--- config.mk ---
export PLATFORM = sky130hd
export DESIGN_NAME = sd_dat_tx_flat
export DESIGN_NICKNAME = d
export VERILOG_FILES = /design/src/rtl/sd_dat_tx_if.sv /design/src/rtl/sd_dat_tx.sv /design/src/flat_wrapper.sv
export SDC_FILE = /design/constraint.sdc
export NUM_CORES = 1
export LEC_CHECK = 0
export BUFFER_PORTS_ARGS = -buffer_cell sky130_fd_sc_hd__buf_2
export CORE_MARGIN = 2
export CORE_UTILIZATION = 55
export CTS_BUF_LIST = sky130_fd_sc_hd__clkbuf_8 sky130_fd_sc_hd__clkbuf_16
export CTS_CLUSTER_SIZE = 28
export DETAILED_ROUTE_END_ITERATION = 8
export PLACE_DENSITY_LB_ADDON = 0.15
export SLEW_MARGIN = 20
export SYNTH_ARGS = -nofsm -noshare
export SYNTH_HDL_FRONTEND = slang
export SYNTH_SLANG_ARGS = --single-unit
--- constraint.sdc ---
create_clock -name clk -period 2.45 [get_ports clk]
set_input_delay 0.49 -clock clk [delete_from_list [all_inputs] [get_ports clk]]
set_output_delay 0.49 -clock clk [all_outputs]
set_load 0.01 [all_outputs]
--- src/rtl/sd_dat_tx_if.sv ---
// Signal bundle between the host data buffer / controller and the SD DAT write framer.
// The master side owns the buffer and control; the slave side drives the DAT bus.
interface sd_dat_tx_if;
  logic        start;
  logic        abort;
  logic [31:0] word_in;
  logic        word_valid;
  logic        word_pop;
  logic [3:0]  dat_out;
  logic        dat_oe;
  logic        sd_clk_en;
  logic        busy;
  logic        done;

  modport master (
    output start, abort, word_in, word_valid,
    input  word_pop, dat_out, dat_oe, sd_clk_en, busy, done
  );

  modport slave (
    input  start, abort, word_in, word_valid,
    output word_pop, dat_out, dat_oe, sd_clk_en, busy, done
  );
endinterface

--- src/rtl/sd_dat_tx.sv ---
// SD 4-bit wide-bus write framer: start bit, block data popped from a 32-bit buffer,
// one CRC16 per DAT line, end bit. The card clock is gated while a needed word is missing.
module sd_dat_tx #(
  parameter int unsigned BLOCK_BYTES = 512
) (
  input  logic       clk,
  input  logic       reset_n,
  sd_dat_tx_if.slave bus
);

  localparam int unsigned     NIBBLES  = 2 * BLOCK_BYTES;
  localparam int unsigned     NIB_W    = $clog2(NIBBLES);
  localparam int unsigned     CNT_W    = (NIB_W < 4) ? 4 : NIB_W;
  localparam logic [CNT_W-1:0] LAST_NIB = CNT_W'(NIBBLES - 1);
  localparam logic [CNT_W-1:0] LAST_CRC = CNT_W'(15);
  localparam logic [15:0]     CRC_POLY = 16'h1021;

  typedef enum logic [2:0] {
    S_IDLE,
    S_START,
    S_DATA,
    S_CRC,
    S_END
  } state_t;

  state_t           state_q;
  logic [CNT_W-1:0] cnt_q;
  logic [31:0]      shift_q;
  logic [3:0][15:0] crc_q;
  logic [3:0]       dat_q;
  logic             dat_oe_q;
  logic             busy_q;
  logic             done_q;

  logic             need_word;
  logic             stall;
  logic [3:0][15:0] crc_d;

  // One step of the x^16+x^12+x^5+1 LFSR for a single serial data bit.
  function automatic logic [15:0] crc16_step(input logic [15:0] crc, input logic d);
    logic fb;
    fb = d ^ crc[15];
    return {crc[14:0], 1'b0} ^ (fb ? CRC_POLY : 16'h0000);
  endfunction

  // A word is needed to leave START, and at the last nibble of every word but the final one.
  assign need_word = (state_q == S_START) ||
                     ((state_q == S_DATA) && (cnt_q[2:0] == 3'd7) && (cnt_q != LAST_NIB));
  assign stall     = need_word && !bus.word_valid;

  // NOTE: pop and clock-enable are combinational on word_valid because the buffer word is
  // consumed in the very cycle it is offered; registering them would lose a cycle per word.
  assign bus.word_pop  = need_word && bus.word_valid;
  assign bus.sd_clk_en = !stall;

  assign bus.dat_out = dat_q;
  assign bus.dat_oe  = dat_oe_q;
  assign bus.busy    = busy_q;
  assign bus.done    = done_q;

  // Each DAT line's CRC absorbs the nibble currently on the bus; bit i goes to line i.
  always_comb begin
    for (int i = 0; i < 4; i++) begin
      crc_d[i] = crc16_step(crc_q[i], shift_q[28 + i]);
    end
  end

  // NOTE: all state below is updated with non-blocking assignments so every register
  // samples pre-edge values, independent of statement order.
  always_ff @(posedge clk or negedge reset_n) begin
    if (!reset_n) begin
      state_q  <= S_IDLE;
      cnt_q    <= '0;
      shift_q  <= '0;
      crc_q    <= '0;
      dat_q    <= 4'hF;
      dat_oe_q <= 1'b0;
      busy_q   <= 1'b0;
      done_q   <= 1'b0;
    end else if (bus.abort) begin
      state_q  <= S_IDLE;
      dat_q    <= 4'hF;
      dat_oe_q <= 1'b0;
      busy_q   <= 1'b0;
      done_q   <= 1'b0;
    end else begin
      unique case (state_q)
        S_IDLE: begin
          if (bus.start) begin
            state_q  <= S_START;
            cnt_q    <= '0;
            crc_q    <= '0;
            dat_q    <= 4'h0;
            dat_oe_q <= 1'b1;
            busy_q   <= 1'b1;
          end
        end

        S_START: begin
          if (!stall) begin
            state_q <= S_DATA;
            cnt_q   <= '0;
            shift_q <= bus.word_in;
            dat_q   <= bus.word_in[31:28];
          end
        end

        S_DATA: begin
          if (!stall) begin
            crc_q <= crc_d;
            if (cnt_q == LAST_NIB) begin
              state_q <= S_CRC;
              cnt_q   <= '0;
              for (int i = 0; i < 4; i++) begin
                dat_q[i] <= crc_d[i][15];
              end
            end else if (need_word) begin
              cnt_q   <= cnt_q + CNT_W'(1);
              shift_q <= bus.word_in;
              dat_q   <= bus.word_in[31:28];
            end else begin
              cnt_q   <= cnt_q + CNT_W'(1);
              shift_q <= {shift_q[27:0], 4'h0};
              dat_q   <= shift_q[27:24];
            end
          end
        end

        S_CRC: begin
          for (int i = 0; i < 4; i++) begin
            crc_q[i] <= {crc_q[i][14:0], 1'b0};
          end
          if (cnt_q == LAST_CRC) begin
            state_q <= S_END;
            dat_q   <= 4'hF;
            done_q  <= 1'b1;
          end else begin
            cnt_q <= cnt_q + CNT_W'(1);
            for (int i = 0; i < 4; i++) begin
              dat_q[i] <= crc_q[i][14];
            end
          end
        end

        S_END: begin
          state_q  <= S_IDLE;
          dat_q    <= 4'hF;
          dat_oe_q <= 1'b0;
          busy_q   <= 1'b0;
          done_q   <= 1'b0;
        end

        default: begin
          state_q  <= S_IDLE;
          dat_q    <= 4'hF;
          dat_oe_q <= 1'b0;
          busy_q   <= 1'b0;
          done_q   <= 1'b0;
        end
      endcase
    end
  end

endmodule

--- src/flat_wrapper.sv ---
// flat-port wrapper written by rule: the top's interface ports become plain ports
module sd_dat_tx_flat 
#(
  parameter int unsigned BLOCK_BYTES = 512
)
  (clk, reset_n, bus_start, bus_abort, bus_word_in, bus_word_valid, bus_word_pop, bus_dat_out, bus_dat_oe, bus_sd_clk_en, bus_busy, bus_done);
  sd_dat_tx_if bus_i ();
  input  logic clk;
  input  logic reset_n;
  input wire logic [$bits(bus_i.start)-1:0] bus_start;
  input wire logic [$bits(bus_i.abort)-1:0] bus_abort;
  input wire logic [$bits(bus_i.word_in)-1:0] bus_word_in;
  input wire logic [$bits(bus_i.word_valid)-1:0] bus_word_valid;
  output wire logic [$bits(bus_i.word_pop)-1:0] bus_word_pop;
  output wire logic [$bits(bus_i.dat_out)-1:0] bus_dat_out;
  output wire logic [$bits(bus_i.dat_oe)-1:0] bus_dat_oe;
  output wire logic [$bits(bus_i.sd_clk_en)-1:0] bus_sd_clk_en;
  output wire logic [$bits(bus_i.busy)-1:0] bus_busy;
  output wire logic [$bits(bus_i.done)-1:0] bus_done;
  assign bus_i.start = bus_start;
  assign bus_i.abort = bus_abort;
  assign bus_i.word_in = bus_word_in;
  assign bus_i.word_valid = bus_word_valid;
  assign bus_word_pop = bus_i.word_pop;
  assign bus_dat_out = bus_i.dat_out;
  assign bus_dat_oe = bus_i.dat_oe;
  assign bus_sd_clk_en = bus_i.sd_clk_en;
  assign bus_busy = bus_i.busy;
  assign bus_done = bus_i.done;
  sd_dat_tx #(.BLOCK_BYTES(BLOCK_BYTES)) u_core (.clk(clk), .reset_n(reset_n), .bus(bus_i));
endmodule
# == Yosys cells after proc, flatten, opt, wreduce, memory -nomap -nowiden ==
# Index checks and enable logic that the tools add are counted.
# word_totals
regBits,115
out_inout_bits,9
word_cells,98
# op_classes
eq_ne,19
n_addsub,1
bitwise_logic,9
reduce_logical,20
n_mux,39
# ops
op,n
one-hot mux 64 bit (3 select lines),1
two-way mux 32 bit,4
two-way mux 64 bit,2
one-hot mux 32 bit (2 select lines),1
bitwise XOR 16 bit,4
two-way mux 13 bit,4
two-way mux 10 bit,5
one-hot mux 10 bit (4 select lines),1
two-way mux 4 bit,7
two-way mux 3 bit,6
one-hot mux 4 bit (4 select lines),1
!= test 3 bit (second input constant),4
one-hot mux 3 bit (4 select lines),1
adder 10 x 1 -> 10 bit (second input constant),1
equality test 10 bit (second input constant),1
equality test 10 x 4 -> 1 bit (second input constant),1
!= test 10 bit (second input constant),1
!= test 2 bit (second input constant),5
AND reduction 5 bit,2
equality test 3 x 2 -> 1 bit (second input constant),2
AND reduction 6 bit,1
OR reduction 3 bit,2
logical AND 1 bit,4
two-way mux 1 bit,4
16 further kinds,23

# == Longest topological paths before layout ==
# Gate-level depths: netlist of run 1.
# depth
depth_word,9
ltp_mapped,10
depth_no_buf,7

# == Least setup slack after synthesis of run 1 ==
# No wires, ideal clock.
# synth_path
kind,register to output
startpoint,reg u_core.state_q[0]
endpoint,out bus_word_pop
required_ps,1960
path_buffers,1
path_stages_with_launch,6
arrival_time_ps,1740
setup_slack_ps,220
cell_sequence,dfrtp_1 or3b_1 clkbuf_1 a31o_2 o21ai_0 and2_1
# synth_via
elab_chain_cells,5
elab_cells_between_ends,6
# synth_rtl
element,line_no,rtl
"start, declared",sd_dat_tx.sv:26,state_t state_q;
"start signal, assigned",sd_dat_tx.sv:72,state_q <= S_IDLE;
"start signal, assigned",sd_dat_tx.sv:81,state_q <= S_IDLE;
"start signal, assigned",sd_dat_tx.sv:90,state_q <= S_START;
equality test 3 x 2 -> 1 bit,sd_dat_tx.sv:48,((state_q == S_DATA) && (cnt_q[2:0] == 3'd7) && (cnt_q != LAST_NIB));
logical AND 1 bit (2 in series),sd_dat_tx.sv:48,
logical OR 1 bit (*),sd_dat_tx.sv:47,assign need_word = (state_q == S_START) ||
logical AND 1 bit (*),sd_dat_tx.sv:53,assign bus.word_pop = need_word && bus.word_valid;
"end, declared",flat_wrapper.sv:14,output wire logic [$bits(bus_i.word_pop)-1:0] bus_word_pop;
# Every way passes the cells marked *; elsewhere a longest branch is shown, timed or not.

# == Worst setup path after layout of run 1 ==
# layout_path
startpoint,reg u_core.state_q[2]
endpoint,out bus_word_pop
# Same word-level chain as after synthesis.

==> results of run 1 <==
[power by group through the flow]
stage	Clock, mW	Combinational (mW)	Sequential, mW
floorplan	0	0.436	2.26
detailed placement	0	0.634	2.30
global placement	0	0.611	2.29
CTS	2.52	0.660	2.27
global route	2.61	0.748	2.29
finish	2.48	0.656	2.27
[metal layers]
layer,up-vias,part of all wire,track usage
met2,94,0.49,0.377
met3,15,0.056,0.0773
met1,1941,0.44,0.301
met5,-,0,0
li1,2006,-,-
met4,0,0.013,0.0800
[worst paths after layout]
| kind | end | cells past startpoint | from | slack, ns |
|---|---|---|---|---|
| max in group asynchronous | u_core.bus.dat_out[2]$_DFFE_PN1P_ | 3 | reset_n | 1.22 |
| worst max-delay path | bus_word_pop | 5 | u_core.state_q[2]$_DFFE_PN0P_ | -0.004 |
| worst min register to register | u_core.crc_q[48]$_DFFE_PN0P_ | 2 | u_core.crc_q[48]$_DFFE_PN0P_ | 0.48 |
| worst min-delay path | u_core.shift_q[2]$_DFFE_PN0P_ | 2 | bus_word_in[2] | 0.18 |
| worst max register to register | u_core.crc_q[0]$_DFFE_PN0P_ | 8 | u_core.state_q[2]$_DFFE_PN0P_ | 0.19 |
| min in group asynchronous | u_core.crc_q[23]$_DFFE_PN0P_ | 2 | reset_n | 0.47 |
[layout by cell type, fill, tap and decap left out, types with 2 or more instances in the layout]
cell type / Yosys / routed
nor2_1: 17 / 17
buf_12: 0 / 5
inv_1: 4 / 4
mux2i_1: 29 / 29
a22o_1: 4 / 4
dfrtp_1: 111 / 109
a31oi_1: 4 / 4
nor2b_1: 3 / 2
xnor2_1: 12 / 12
and2_1: 2 / 2
o21ai_0: 88 / 87
clkbuf_16: 0 / 16
nand3_1: 8 / 8
buf_4: 5 / 19
o41ai_1: 2 / 2
bufinv_16: 0 / 3
clkbuf_8: 0 / 5
clkinv_2: 0 / 6
buf_2: 9 / 44
a221oi_1: 4 / 4
nand2_1: 153 / 153
dfstp_2: 4 / 4
dfrtp_2: 0 / 2
o31ai_1: 25 / 25
nand2b_1: 3 / 3
a21oi_1: 15 / 14
[sequential cells by signal, indices dropped and copies added, names as in the netlist]
name	flops
u_core.bus.dat_oe	1
u_core.bus.dat_out	4
u_core.bus.done	1
u_core.cnt_q	10
u_core.crc_q	64
u_core.shift_q	32
u_core.state_q	3
[Yosys cell counts (2+ instances only)]
master	count
nor2b_1	3
and2_1	2
nand2_1	153
nor2_1	17
nand3_1	8
a221oi_1	4
nand2b_1	3
xnor2_1	12
inv_1	4
a31oi_1	4
buf_2	9
a22o_1	4
o21ai_0	88
ha_1	2
o31ai_1	25
clkbuf_1	26
dfstp_2	4
a21oi_1	15
buf_4	5
o41ai_1	2
mux2i_1	29
and3_1	2
dfrtp_1	111
[stage by stage]
step / setup slack, ns / total power, mW
after floorplan: 0.220 / 2.70
after global placement: 0.299 / 2.90
after detailed placement: 0.223 / 2.94
after CTS: -0.0195 / 5.45
after global routing: -0.0706 / 5.65
final: -0.00371 / 5.41
[cell families (layout without fill, tap and decap cells)]
| logic type | count (synthesis) | in the layout | synth area share |
|---|---|---|---|
| AO/OA/AOI/OAI | 151 | 151 | 0.170 |
| adder cells (fa/ha/maj) | 2 | 2 | 0.00476 |
| multiplexers | 29 | 29 | 0.0553 |
| AND/OR/NAND/NOR | 202 | 202 | 0.162 |
| buffers and inverters | 45 | 105 | 0.0393 |
| flip-flops | 115 | 115 | 0.549 |
| XOR/XNOR | 12 | 12 | 0.0200 |
[repair_timing]
action                                 CTS  global route
setup buffers                            6             2
hold buffers                             1             0
setup endpoints to repair                2             2
pin swaps                                1             1
gates resized for setup                 10             1
endpoints found under the hold margin   32             0
[layout make-up]
cell class	count	area (um^2)	share of cell area
sequential	115	2890	0.454
multi-input combinational	396	2220	0.349
timing repair buffer	69	473	0.0744
clock buffer	21	469	0.0738
tap	129	161	0.0254
clock inverter	11	133	0.0209
inverter	4	15.0	0.00236
==> flow_summary.toml, run 1 <==
[clock_tree]
h-tree-depth = 4
clk_latency_ns = 0.52
clock_sinks = 115
cts_tree = "done"
clkTransAtPathRegs_ns = 0.06
cts_inserted_buffers = 17
cts_root_buffer = "clkbuf_8"
cts_buffer_depth = 2

[yosys]
syn_nets = 595
ys_seq_area_frac = 0.549
synth_top_area_share = 0.529
ys_seq_elements = 115
syn_inst = 556
syn_area_per_cell_um2 = 9.44
synth_area_leader_cell = "dfrtp_1"
yosys-top-cells-area = "dfrtp_1 (53%), nand2_1 (11%), o21ai_0 (8.4%)"
ys_types = 47
synth_top_flop_cell = "dfrtp_1"
synth_enable_flop_cells = 0
async_reset_ff_frac = 1.00
yosysWarnings = 0
synth_area_mm2 = 0.00525

[sta]
hold_violations = 0
timing.clock.skew_ns = 0.00948
finalSetupViolCount = 1
worst_slack_ns = -0.00371
worst_pin_slew_ns = 0.723
period_minus_slack_ns = 2.45
clock.fmax_mhz = 408
rsz0062_at_grt = "true"
setup_tns_ns = -0.00371
max_slew_margin = 0.511
worst_hold_slack_ns = 0.184
finalMaxSlewViolations = 0
post-route-period-util = 1.00

[critical_path]
crit_path_max_incr_delay_ns = 0.42
path_max_fanout = 3
path_buf_inv = 1
worst_ep_required_time_ns = 1.96
path_class = "reg -> out"
cp_data_arrival_time_ns = 1.96
cp-end-kind = "primary output"
path_delay_family = "simple AND/OR/NAND/NOR gates"
crit_chain = "or3b_4 > a31o_4 > o21ai_4 > and2_1 > buf_2"
cp_slowest_cell = "dfrtp_2"
startpoint_type = "register"

[grt]
grt_pass1_vias = 3994
grt_max_degree = 60
grt_use_total = 0.235
antenna_found_initial = 0
grt_pass1_wl_um = 18800
grt-ovfl-total = 0

[power]
p_int_mw = 4.05
ir_worst_vdd_uv = 791
switching_power_mw = 1.36
comb_power_share = 0.121
p_leak_nw = 2.75
p_clk_frac = 0.459
pwr-share-seq = 0.420
p_per_area_mw_per_mm2 = 851
swShare = 0.251

[run_status]
run_status = "finished, violations left"
violations = "negative setup slack"

[cells_and_area]
diodes = 0
final_area_mm2 = 0.00636
nNetsFinal = 642
final_cells = 745
finish.utilization = 0.688
fillCellCount = 695
layout-drive-gt1-share = 0.193
syn_to_final_growth_pct = 21.0

[placed_design]
gp_congestion = 0.830
place_hpwl_um = 7120
port_buffers = 45
dp_cells = 704
dpl_cell_area_mm2 = 0.00565

[route]
via_count = 4056
wirelength_um = 11100
drt_iter0_drc = 244
post_drt_via_cell_ratio = 5.44
avgRoutedWirePerCell_um = 14.9
drc = 0
antenna_left = 0
dr.pass1.iters = 4

[die]
rows = 35
io_pins = 46
core_mm2 = 0.00924
die_w_um = 102
die_h_um = 102
fp.dieArea_mm2 = 0.0103
start_util = 0.568

[flow_run]
cap_violations = 0

[worst_hold_path]
hold_path.class = "in -> reg"
(Power assumes the default switching activity.)
==> inputs of run 2 (changes only) <==
--- a/config.mk
+++ b/config.mk
@@ -11,7 +11,7 @@
 export CTS_BUF_LIST = sky130_fd_sc_hd__clkbuf_8 sky130_fd_sc_hd__clkbuf_16
 export CTS_CLUSTER_SIZE = 28
 export DETAILED_ROUTE_END_ITERATION = 8
-export PLACE_DENSITY_LB_ADDON = 0.15
+export PLACE_DENSITY = 0.71
 export SLEW_MARGIN = 20
 export SYNTH_ARGS = -nofsm -noshare
 export SYNTH_HDL_FRONTEND = slang
==> constraint.sdc (replaced) <==
create_clock -name clk -period 2.45 [get_ports clk]
set_input_delay 0.245 -clock clk [delete_from_list [all_inputs] [get_ports clk]]
set_output_delay 0.245 -clock clk [all_outputs]
set_load 0.01 [all_outputs]
==> run 2 against run 1 <==
  * The flow now finishes without violations
  * Cell area rose by 0.16%
  * Utilization rose by 0.11 points
  * Clock skew fell by 0.0021 ns
  * Worst setup slack improved by 0.081 ns
  * Highest routed layer unchanged
==> flow_summary.toml, run 2 (synthesis gave the netlist of run 1 again) <==
[critical_path]
crit_cells = 6
worst_ep_required_time_ns = 2.20
path_max_fanout = 6
cp-end-kind = "primary output"
cp_slowest_cell = "dfrtp_1"
cp-startpoint = "u_core.cnt_q[0]$_DFFE_PN0P_"
r2r_slack_ns = 0.17
r2r-start = "u_core.cnt_q[0]$_DFFE_PN0P_"
crit_chain = "ha_1 > and3_1 > a31o_4 > o21ai_4 > and2_1 > buf_2"
worstRegToRegCells = 7
endpoint = "bus_word_pop"
path_buf_inv = 1
reg2reg_to = "u_core.cnt_q[5]$_DFFE_PN0P_"
startpoint_type = "register"
path_class = "reg -> out"
crit_path_max_incr_delay_ns = 0.42
cp_data_arrival_time_ns = 2.13
path_delay_family = "compound AO/OA/AOI/OAI gates"

[die]
die_h_um = 102
rows = 35
start_util = 0.568
fp.dieArea_mm2 = 0.0103
io_pins = 46
die_w_um = 102
core_mm2 = 0.00924

[grt]
grt_use_total = 0.231
antenna_found_initial = 0
grt_pass1_vias = 3891
grt-ovfl-total = 0
grt_max_degree = 129
grt_pass1_wl_um = 18500

[cells_and_area]
final_cell_mix = "nand2_1 (153), dfrtp_1 (111), o21ai_0 (87)"
mostFrequentLayoutCell = "nand2_1"
largest-register = "u_core.crc_q"
largest_register_ffs = 64
layout-drive-gt1-share = 0.179
nNetsFinal = 639
syn_to_final_growth_pct = 21.2
reg.largest.list = "u_core.crc_q: 64 flops, u_core.shift_q: 32 flops, u_core.cnt_q: 10 flops"
finish.utilization = 0.689
diodes = 0

[clock_tree]
clk_latency_ns = 0.51
cts_buffer_depth = 2
clkTransAtPathRegs_ns = 0.06
h-tree-depth = 4
cts_tree = "done"
cts_root_buffer = "clkbuf_8"
cts_inserted_buffers = 17
clock_sinks = 115

[sta]
setup_tns_ns = 0
period_minus_slack_ns = 2.37
hold_violations = 0
worst_pin_slew_ns = 0.638
clock.fmax_mhz = 421
finalMaxSlewViolations = 0
post-route-period-util = 0.969
max_slew_margin = 0.570
finalSetupViolCount = 0
timing.clock.skew_ns = 0.00741
rsz0062_at_grt = "false"

[power]
p_leak_nw = 2.74
p_per_area_mw_per_mm2 = 869
ir_worst_vdd_uv = 469

[placed_design]
port_buffers = 45
place_hpwl_um = 6880
gp_congestion = 0.890

[flow_run]
cap_violations = 0

[route]
dr.pass1.iters = 7
post_drt_via_cell_ratio = 5.59
via_count = 4151
drc = 0
drt_iter0_drc = 434
antenna_left = 0
avgRoutedWirePerCell_um = 15.4
wirelength_um = 11400

[worst_hold_path]
hold_path.class = "in -> reg"

[run_status]
run_status = "finished, final reports clean"
run 2: changes by cell type in the layout (fill, tap and decap cells not counted), sizes merged, moves of 2 or more:
cell,delta
buf,-8
bufinv,+2
clkbuf,-4
clkinvlp,+4
dlygate4sd3,+4
run 2: worst min-delay path by stage:
| stage | slack, ns | cells past startpoint | start | end |
|---|---|---|---|---|
| 2_1_floorplan | -0.05 | 0 | reset_n | u_core.bus.dat_oe$_DFFE_PN0P_ |
| 3_3_place_gp | 0.18 | 1 | reset_n | u_core.crc_q[40]$_DFFE_PN0P_ |
| 6_report | 0.02 | 3 | bus_word_in[18] | u_core.shift_q[18]$_DFFE_PN0P_ |
| 3_5_place_dp | 0.18 | 1 | reset_n | u_core.crc_q[40]$_DFFE_PN0P_ |
| 4_1_cts | 0.003 | 3 | bus_word_in[18] | u_core.shift_q[18]$_DFFE_PN0P_ |
| 5_1_grt | 0.01 | 3 | bus_word_in[12] | u_core.shift_q[12]$_DFFE_PN0P_ |
run 2: tightest hold or removal path, stage by stage:
cell,delay [ns]
buf_2,0.07
mux2i_1,0.05
o21ai_0,0.13
run 2: through the flow:
stage	hold slack [ns]	power, mW	instances	worst slack [ns]	area [um^2]
floorplan	-0.0506	2.70	556	0.375	5250
global placement	0.184	2.89	703	0.179	5620
detailed placement	0.182	2.93	703	0.0468	5620
CTS	0.00301	5.57	741	0.00837	6320
global route	0.0115	5.78	742	0.000789	6370
finish	0.0166	5.53	742	0.0768	6370
run 2: area by class of cell:
class,count,area (um^2)
multi-input cells,397,2250
well taps,129,161
clock inverters,15,214
fillers,692,2870
inverters,4,15.0
clock buffers,17,414
repair buffers,65,432
flip-flops and latches,115,2880
run 2: power by group:
part | switching (mW) | internal [mW] | total, mW
combinational | 0.386 | 0.268 | 0.653
sequential | 0.145 | 2.13 | 2.28
clock | 0.861 | 1.74 | 2.60
run 2: repair_timing:
item / 4_1_cts / 5_1_grt
pin swaps: 1 / 1
hold endpoints to repair: 30 / 0
resized for setup: 5 / 5
buffers inserted: 1 / 0
cloned: 0 / 1
endpoints found under the setup margin: 2 / 88
hold buffers: 5 / 0
run 2: layer usage:
| metal | global-route usage | share of wire |
|---|---|---|
| met2 | 0.374 | 0.50 |
| met1 | 0.299 | 0.44 |
| met3 | 0.0697 | 0.048 |
| met4 | 0.0748 | 0.011 |
| met5 | 0 | 0 |
==> inputs of run 3 (changes only) <==
--- a/config.mk
+++ b/config.mk
@@ -6,12 +6,15 @@
 export NUM_CORES = 1
 export LEC_CHECK = 0
 export BUFFER_PORTS_ARGS = -buffer_cell sky130_fd_sc_hd__buf_2
+export CELL_PAD_IN_SITES_DETAIL_PLACEMENT = 1
+export CELL_PAD_IN_SITES_GLOBAL_PLACEMENT = 1
 export CORE_MARGIN = 2
-export CORE_UTILIZATION = 55
+export CORE_UTILIZATION = 25
 export CTS_BUF_LIST = sky130_fd_sc_hd__clkbuf_8 sky130_fd_sc_hd__clkbuf_16
 export CTS_CLUSTER_SIZE = 28
 export DETAILED_ROUTE_END_ITERATION = 8
-export PLACE_DENSITY = 0.71
+export PLACE_DENSITY = 0.45
+export RECOVER_POWER = 25
 export SLEW_MARGIN = 20
 export SYNTH_ARGS = -nofsm -noshare
 export SYNTH_HDL_FRONTEND = slang
==> run 3 against run 2 <==
  * Combinational power shrank 1%
  * Critical path depth shrank 1
  * Critical endpoint unchanged
  * Sequential power is essentially flat
  * Largest cell class unchanged
  * Cell area grew 2.3%
  * Worst setup slack gained 0.089 ns
  * Sequential share of layout area shrank 1.0 points
  * Critical path type unchanged
  * Clock skew grew 0.0016 ns
  * The run now ends with max-capacitance violations, max-slew violations left
  * Maximum frequency grew 3.9%
==> flow_summary.toml, run 3 (synthesis gave the netlist of run 1 again) <==
[run_status]
violations = "max-capacitance violations, max-slew violations"
run_status = "finished, violations left"

[sta]
finalMaxSlewViolations = 32
post-route-period-util = 0.932
hold_violations = 0
rsz0062_at_grt = "false"
timing.clock.skew_ns = 0.00899
setup_tns_ns = 0
worst_pin_slew_ns = 1.74
finalSetupViolCount = 0
period_minus_slack_ns = 2.28
clock.fmax_mhz = 438
max_slew_margin = -0.157

[worst_hold_path]
whs_path_depth = 2
min_from = "bus_word_in[0]"
hold_path.class = "in -> reg"
holdPathEnd = "u_core.shift_q[0]$_DFFE_PN0P_"

[clock_tree]
cts_root_buffer = "clkbuf_16"
clkTransAtPathRegs_ns = 0.06
clk_latency_ns = 0.41
h-tree-depth = 4
post-cts-setup-buffer-count = 0
cts_inserted_buffers = 17
cts_tree = "done"
cts_buffer_depth = 2
clock_sinks = 115

[route]
antenna_left = 0
drc = 0
wirelength_um = 12800
post_drt_via_cell_ratio = 4.56
avgRoutedWirePerCell_um = 14.4
drt_iter0_drc = 234
dr.pass1.iters = 4
via_count = 4046

[die]
die_w_um = 149
rows = 53
start_util = 0.252
core_mm2 = 0.0208
io_pins = 46
die_h_um = 149
fp.dieArea_mm2 = 0.0222

[critical_path]
worstRegToRegCells = 5
r2r-start = "u_core.cnt_q[7]$_DFFE_PN0P_"
path_max_fanout = 6
crit_chain = "or3b_4 > a31o_2 > o21ai_2 > and2_1 > buf_2"
cp-end-kind = "primary output"
r2r_slack_ns = 0.20
cp_slowest_cell = "dfrtp_1"
reg2reg_to = "u_core.cnt_q[0]$_DFFE_PN0P_"
startpoint_type = "register"
cp_data_arrival_time_ns = 2.04
path_class = "reg -> out"
crit_path_max_incr_delay_ns = 0.46
worst_ep_required_time_ns = 2.20

[placed_design]
place_hpwl_um = 8810
port_buffers = 45
gp_congestion = 0.741

[cells_and_area]
mostFrequentLayoutCell = "nand2_1"
final_cell_mix = "nand2_1 (153), dfrtp_1 (111), o21ai_0 (87)"
nNetsFinal = 640
largest_register_ffs = 64
reg.largest.list = "u_core.crc_q: 64 flops, u_core.shift_q: 32 flops, u_core.cnt_q: 10 flops"
multi_input_comb_area_mm2 = 0.00221
fillCellCount = 2411
layout-drive-gt1-share = 0.181
diodes = 0
largest-register = "u_core.crc_q"
finish.utilization = 0.313
syn_to_final_growth_pct = 24.0
seqCellArea_mm2 = 0.00288

[grt]
antenna_found_initial = 1
grt_use_total = 0.127
grt_pass1_vias = 4427
grt-ovfl-total = 0
grt_pass1_wl_um = 22100
grt_max_degree = 54

[power]
p_per_area_mw_per_mm2 = 845
p_leak_nw = 2.75
power.total_mw = 5.51
ir_worst_vdd_uv = 392

[flow_run]
cap_violations = 1
==> run 3: changes by cell type in the layout (fill, tap and decap cells not counted), sizes merged <==
cell / change
a21o: -1
buf: +5
bufinv: -2
clkbuf: +6
clkinv: -1
clkinvlp: -3
dlygate4sd3: -4
==> run 3: worst max path at each step <==
stage / startpoint / endpoint / slack (ns) / depth (start not counted)
global placement: u_core.cnt_q[0]$_DFFE_PN0P_ / u_core.shift_q[30]$_DFFE_PN0P_ / 0.22 / 8
finish: u_core.state_q[2]$_DFFE_PN0P_ / bus_word_pop / 0.17 / 5
global route: u_core.cnt_q[0]$_DFFE_PN0P_ / u_core.cnt_q[5]$_DFFE_PN0P_ / 0.003 / 8
floorplan: u_core.cnt_q[0]$_DFFE_PN0P_ / u_core.shift_q[0]$_DFFE_PN0P_ / 0.37 / 8
detailed placement: u_core.cnt_q[0]$_DFFE_PN0P_ / u_core.shift_q[1]$_DFFE_PN0P_ / 0.15 / 7
CTS: u_core.state_q[2]$_DFFE_PN0P_ / bus_word_pop / 0.05 / 5
==> run 3: power breakdown <==
part / leakage, nW / total (mW) / internal (mW) / switching [mW]
Clock: 0.308 / 2.59 / 1.72 / 0.863
Sequential: 1.54 / 2.27 / 2.13 / 0.143
Combinational: 0.897 / 0.646 / 0.267 / 0.379
Total: 2.75 / 5.51 / 4.12 / 1.38
==> run 3: through the flow <==
stage | worst slack (ns) | cells | area [um^2] | hold WS (ns)
global route | 0.00260 | 888 | 6510 | 0.0320
finish | 0.166 | 888 | 6510 | 0.0448
detailed placement | 0.148 | 856 | 5880 | 0.225
CTS | 0.0520 | 888 | 6510 | 0.0281
floorplan | 0.375 | 556 | 5250 | -0.0506
global placement | 0.222 | 856 | 5880 | 0.221
==> run 3: what timing repair did <==
action	CTS	global route
gates resized for setup	2	2
hold buffers	1	0
hold endpoints to repair	28	0
setup endpoints to repair	2	6
==> run 3: layout make-up <==
class                      instances  share of cell area
clock buffer                      22              0.0759
clock inverter                     9              0.0194
inverter                           4             0.00231
multi-input combinational        396               0.339
sequential                       115               0.443
tap                              275              0.0528
timing repair buffer              67              0.0684
==> run 3: metal layers <==
metal | routed length, um | up-vias | GRT usage
met5 | 13 | - | 0
met1 | 6000 | 1972 | 0.159
met2 | 6230 | 54 | 0.211
met4 | 123 | 2 | 0.0362
li1 | - | 2005 | -
met3 | 443 | 13 | 0.0379
==> run 3: critical path, delay by kind of cell (launching register included) <==
| kind | cells | cell delay, ns |
|---|---|---|
| AOI/OAI and AO/OA | 2 | 0.45 |
| buffers and inverters | 1 | 0.12 |
| DFF | 1 | 0.46 |
| and+or+nand+nor | 2 | 0.60 |
